--- src/rtl/melody_player.sv ---
// Melody sequencer: walks a song score in an external synchronous ROM
// and drives a square-wave buzzer with tempo, articulation gap and pause.
`timescale 1ns/1ps
module melody_player #(
   parameter int unsigned TEMPO_TICKS = 12_000_000,
   parameter int unsigned GAP_TICKS   = 1_200_000,
   parameter int unsigned PERIOD_W    = 16,
   parameter int unsigned DUR_W       = 4,
   parameter int unsigned NOTE_AW     = 5,
   parameter int unsigned SONG_W      = 2
) (
   input  logic                        clock,
   input  logic                        reset_n,
   input  logic                        play,
   input  logic                        stop,
   input  logic                        sel,
   input  logic                        loop,
   input  logic [SONG_W-1:0]           song,
   output logic [SONG_W+NOTE_AW-1:0]   rom_addr,
   input  logic [PERIOD_W+DUR_W-1:0]   rom_data,
   output logic                        buzzer,
   output logic                        playing,
   output logic                        paused
);

   localparam int unsigned MAX_LEN = (2**DUR_W - 1) * TEMPO_TICKS;
   localparam int unsigned CNT_W   = $clog2(MAX_LEN + 1);

   typedef enum logic [2:0] {
      S_IDLE,
      S_FETCH,
      S_LOAD,
      S_PLAY,
      S_PAUSE
   } state_t;

   state_t              state_q, state_d;
   logic                play_q, play_d;
   logic [SONG_W-1:0]   song_q, song_d;
   logic [NOTE_AW-1:0]  note_idx_q, note_idx_d;
   logic [PERIOD_W-1:0] period_q, period_d;
   logic [CNT_W-1:0]    len_q, len_d;
   logic [CNT_W-1:0]    dur_cnt_q, dur_cnt_d;
   logic [PERIOD_W-1:0] tone_q, tone_d;
   logic                phase_q, phase_d;
   logic                buzzer_q, buzzer_d;
   logic                playing_q, playing_d;
   logic                paused_q, paused_d;

   logic                rise;
   logic                song_end;
   logic                wrap;
   logic [PERIOD_W-1:0] rom_period;
   logic [DUR_W-1:0]    rom_dur;

   assign rise       = play & ~play_q;
   assign rom_period = rom_data[PERIOD_W+DUR_W-1:DUR_W];
   assign rom_dur    = rom_data[DUR_W-1:0];
   assign wrap       = (tone_q == period_q - PERIOD_W'(1));

   always_comb begin
      state_d    = state_q;
      play_d     = play;
      song_d     = song_q;
      note_idx_d = note_idx_q;
      period_d   = period_q;
      len_d      = len_q;
      dur_cnt_d  = dur_cnt_q;
      tone_d     = tone_q;
      phase_d    = phase_q;
      song_end   = 1'b0;
      if (stop) begin
         state_d    = S_IDLE;
         note_idx_d = '0;
      end else begin
         unique case (state_q)
            S_IDLE: begin
               if (rise && sel) begin
                  song_d  = song;
                  state_d = S_FETCH;
               end
            end
            S_FETCH: state_d = S_LOAD;
            S_LOAD: begin
               period_d  = rom_period;
               len_d     = CNT_W'(rom_dur) * CNT_W'(TEMPO_TICKS);
               dur_cnt_d = '0;
               tone_d    = '0;
               phase_d   = 1'b0;
               if (rom_dur != '0) state_d = S_PLAY;
               else song_end = 1'b1;
            end
            S_PLAY: begin
               if (dur_cnt_q == len_q - CNT_W'(1)) begin
                  if (&note_idx_q) begin
                     song_end = 1'b1;
                  end else begin
                     note_idx_d = note_idx_q + NOTE_AW'(1);
                     state_d    = S_FETCH;
                  end
               end else begin
                  dur_cnt_d = dur_cnt_q + CNT_W'(1);
                  tone_d    = wrap ? '0 : tone_q + PERIOD_W'(1);
                  phase_d   = wrap ? ~phase_q : phase_q;
                  if (rise) state_d = S_PAUSE;
               end
            end
            S_PAUSE: begin
               // resume keeps counts but restarts the waveform low
               if (rise) begin
                  phase_d = 1'b0;
                  state_d = S_PLAY;
               end
            end
            default: state_d = S_IDLE;
         endcase
         if (song_end) begin
            note_idx_d = '0;
            state_d    = loop ? S_FETCH : S_IDLE;
         end
      end
      buzzer_d  = (state_d == S_PLAY) && phase_d &&
                  (period_d != '0) &&
                  (dur_cnt_d < len_d - CNT_W'(GAP_TICKS));
      playing_d = (state_d == S_FETCH) || (state_d == S_LOAD) ||
                  (state_d == S_PLAY);
      paused_d  = (state_d == S_PAUSE);
   end

   always_ff @(posedge clock) begin
      if (!reset_n) begin
         state_q    <= S_IDLE;
         play_q     <= 1'b0;
         song_q     <= '0;
         note_idx_q <= '0;
         period_q   <= '0;
         len_q      <= '0;
         dur_cnt_q  <= '0;
         tone_q     <= '0;
         phase_q    <= 1'b0;
         buzzer_q   <= 1'b0;
         playing_q  <= 1'b0;
         paused_q   <= 1'b0;
      end else begin
         state_q    <= state_d;
         play_q     <= play_d;
         song_q     <= song_d;
         note_idx_q <= note_idx_d;
         period_q   <= period_d;
         len_q      <= len_d;
         dur_cnt_q  <= dur_cnt_d;
         tone_q     <= tone_d;
         phase_q    <= phase_d;
         buzzer_q   <= buzzer_d;
         playing_q  <= playing_d;
         paused_q   <= paused_d;
      end
   end

   assign rom_addr = {song_q, note_idx_q};
   assign buzzer   = buzzer_q;
   assign playing  = playing_q;
   assign paused   = paused_q;

endmodule

--- config.mk ---
export PLATFORM = sky130hd
export DESIGN_NAME = melody_player
export DESIGN_NICKNAME = d
export VERILOG_FILES = /design/src/rtl/melody_player.sv
export SDC_FILE = /design/constraint.sdc
export NUM_CORES = 1
export LEC_CHECK = 0
export ABC_AREA = 1
export ABC_CLOCK_PERIOD_IN_PS = 7200
export BUFFER_PORTS_ARGS = -buffer_cell sky130_fd_sc_hd__buf_2
export CAP_MARGIN = 20
export CORE_UTILIZATION = 45
export CTS_CLUSTER_DIAMETER = 30
export DETAILED_ROUTE_END_ITERATION = 7
export GPL_TIMING_DRIVEN = 0
export HOLD_SLACK_MARGIN = 0.1
export RECOVER_POWER = 25
export SYNTH_ARGS = -nofsm -noshare
export SYNTH_HDL_FRONTEND = slang
export SYNTH_SLANG_ARGS = --single-unit
--- constraint.sdc ---
create_clock -name clock -period 7.2 [get_ports clock]
set_input_delay 1.44 -clock clock [delete_from_list [all_inputs] [get_ports clock]]
set_output_delay 1.44 -clock clock [all_outputs]
set_load 0.1 [all_outputs]
==> run metrics <==
outcome=finished clean; Mapped Cells=1,392; startpoint types=primary input; largest net degree at the start of global routing=19; Max Freq=0.152 GHz; clock latency on the worst-skew pair=0.37 ns; Commonest cells post-synth=nand2_1, nor2_1, inv_1; fin crit share=0.916; Yosys top cell by area=dfxtp_1; layout cells sized above 1=0.0686; CTS root buf=clkbuf_16; I/O pin total=38; ys flop type=dfxtp_1; skew final=0.0151 ns; Antenna Nets Post-Route=0; top-count cell post-synth=nand2_1; vias in the first global route=8,196; minimum clock period=6.59 ns; Final HPWL DP=21.4 mm; #FFs+latches synth=103; DIE AREA=20,300 um^2; Final Net Count=1,532; max_cap viols=0; ANT cells=0; DR vias/cell=5.21; Leakage=4.94 nW; die height=143 um; gr ovfl total=0; routed via count=8,902; total CTS buffers=9; Final Setup Violations=0; GP Congestion=0.933; CP max stage delay=0.36 ns; reg-to-reg slack, setup=1.78 ns; PwrDens=144 nW/um^2; RSZ-0062 raised after global routing=false; Post-synth EDFFs=0; Routed WL per cell=15.5 um; Worst-path clk slew=0.08 ns; Hold Vio Cnt, Final=0; syn avg cell area=6.39 um^2; Syn. warnings=0; CP max FO=7; antenna violations before repair=0; Die Span X=143 um; Worst Hold Class=flip-flop to flip-flop; Top Layer Used=met4; Hold-fix buffers, CTS=0; critical path class=primary input to flip-flop; multi-input logic area=5910 um^2; ys async rst share=0; met3 wire length=1.18 mm; Mapped Area=8890 um^2; CP dominant cell by count=nand2_1; TritonCTS Sinks=103; final instance area=9640 um^2; Register Area=2060 um^2; Fillers=2,172; CP arrival=6.84 ns; H-tree Lvls=3; Worst-Margin Slew=1.17 ns; Pins Over Slew Limit=0; WL met2=12.0 mm; area delta synth->final=8.39%; CP required=7.45 ns; post-synthesis net count=1,486; post-synth top area share=0.232; final wirelength=26.6 mm; CTS tree=built; DRC violations left=0; relative slew slack=0.221; Worst path slowest cell=ha_1; site row count=51; sequential share of the synthesized area=0.232; maximum VDD drop=117 uV; buffers added on ports=35; wl on met1=12.4 mm; post-synthesis cell type count=54; Clock Path Buffers=2; Initial Utilization=0.458; first-pass GRT wire length=42.2 mm; DP Area=9400 um^2; Initial DRT Pass Iterations=8; largest cells by area after synthesis=dfxtp_1, nand2_1, ha_1, nor2_1, inv_1; initial DRC count=575; total global-route track usage=0.272; Core ar.=19,400 um^2; crit path capture type=flip-flop; setup tns final=0 ns
-- cells in the final DEF (no fill, tap or decap), types with 9 or more instances in the layout --
cell type and n:
clkbuf_16 9, clkbuf_1 34, nand4_1 42, xor2_1 49, ha_1 63, nor4_1 12
buf_2 31, or2_2 9, a211oi_1 12, dfxtp_1 103, xnor2_1 19, nand3_1 89
inv_1 179, nor3_1 25, nor2_2 12, nor2_1 189, o211ai_1 11, nand2_1 320
o21ai_0 65, a21oi_1 64, a31oi_1 12
-- kinds of logic after synthesis --
group	count (synthesis)	share of synthesized area
xor+xnor	69	0.0695
buf+inv	222	0.0981
compound gates	190	0.124
mux	7	0.00788
simple gates	735	0.373
flops	103	0.232
fa+ha+maj	66	0.0954
-- critical path, delay by kind of cell --
family	cells	cell delay, ns
buf+inv	2	0.25
xor+xnor	2	0.33
compound gates	4	0.88
fa+ha+maj	4	1.17
simple gates	22	2.76
-- report_power, final --
part / internal (mW) / switching [mW] / total (mW) / leakage (nW)
combinational: 0.0913 / 0.179 / 0.270 / 3.95
clock: 0.285 / 0.250 / 0.535 / 0.154
sequential: 0.574 / 0.00476 / 0.579 / 0.831
total: 0.950 / 0.433 / 1.38 / 4.94
-- state kept, by name (all words and copies together) (netlist names) --
register	cells
phase_q	1
play_q	1
song_q	2
dur_cnt_q	28
len_q	28
playing	1
period_q	16
paused	1
note_idx_q	5
buzzer	1
tone_q	16
state_q	3
-- path summary, 6_finish.rpt --
check / from / cells after the start / endpoint
worst max-delay path: rom_data[2] / 34 / buzzer
worst min-delay path: note_idx_q[4] / 2 / note_idx_q[4]
worst max register to register: state_q[2] / 30 / buzzer
worst min register to register: note_idx_q[4] / 2 / note_idx_q[4]
-- per-layer routing --
layer / global-route usage / vias to the layer above
met1: 0.350 / 4012
met3: 0.0468 / 45
met5: 0 / -
li1: - / 4652
met2: 0.445 / 193
met4: 0.119 / 0
-- stage by stage --
| step | utilization | std cells | power [mW] | hold WS [ns] | setup WS [ns] |
|---|---|---|---|---|---|
| floorplan | - | 1392 | 0.788 | 0.460 | 1.52 |
| global placement | 0.484 | 1692 | 0.859 | 0.477 | 0.200 |
| detailed placement | 0.484 | 1692 | 0.860 | 0.488 | 0.180 |
| CTS | 0.501 | 1708 | 1.39 | 0.499 | 0.538 |
| global route | 0.497 | 1708 | 1.45 | 0.531 | 0.0334 |
| finish | 0.497 | 1708 | 1.38 | 0.496 | 0.608 |
-- final cells by class --
type / instances / area share
well taps: 265 / 0.0344
multi-input cells: 1067 / 0.613
plain buffers: 36 / 0.0164
repair buffers: 35 / 0.0169
inverters: 186 / 0.0726
clock buffers: 10 / 0.0248
flip-flops and latches: 103 / 0.214
clock inverters: 6 / 0.00766
-- timing repair --
item,CTS,global route
hold endpoints to repair,0,0
setup buffers,0,0
endpoints found under the setup margin,0,1
gates resized for setup,0,1
No activity file was read; power rests on OpenSTA's default activity.
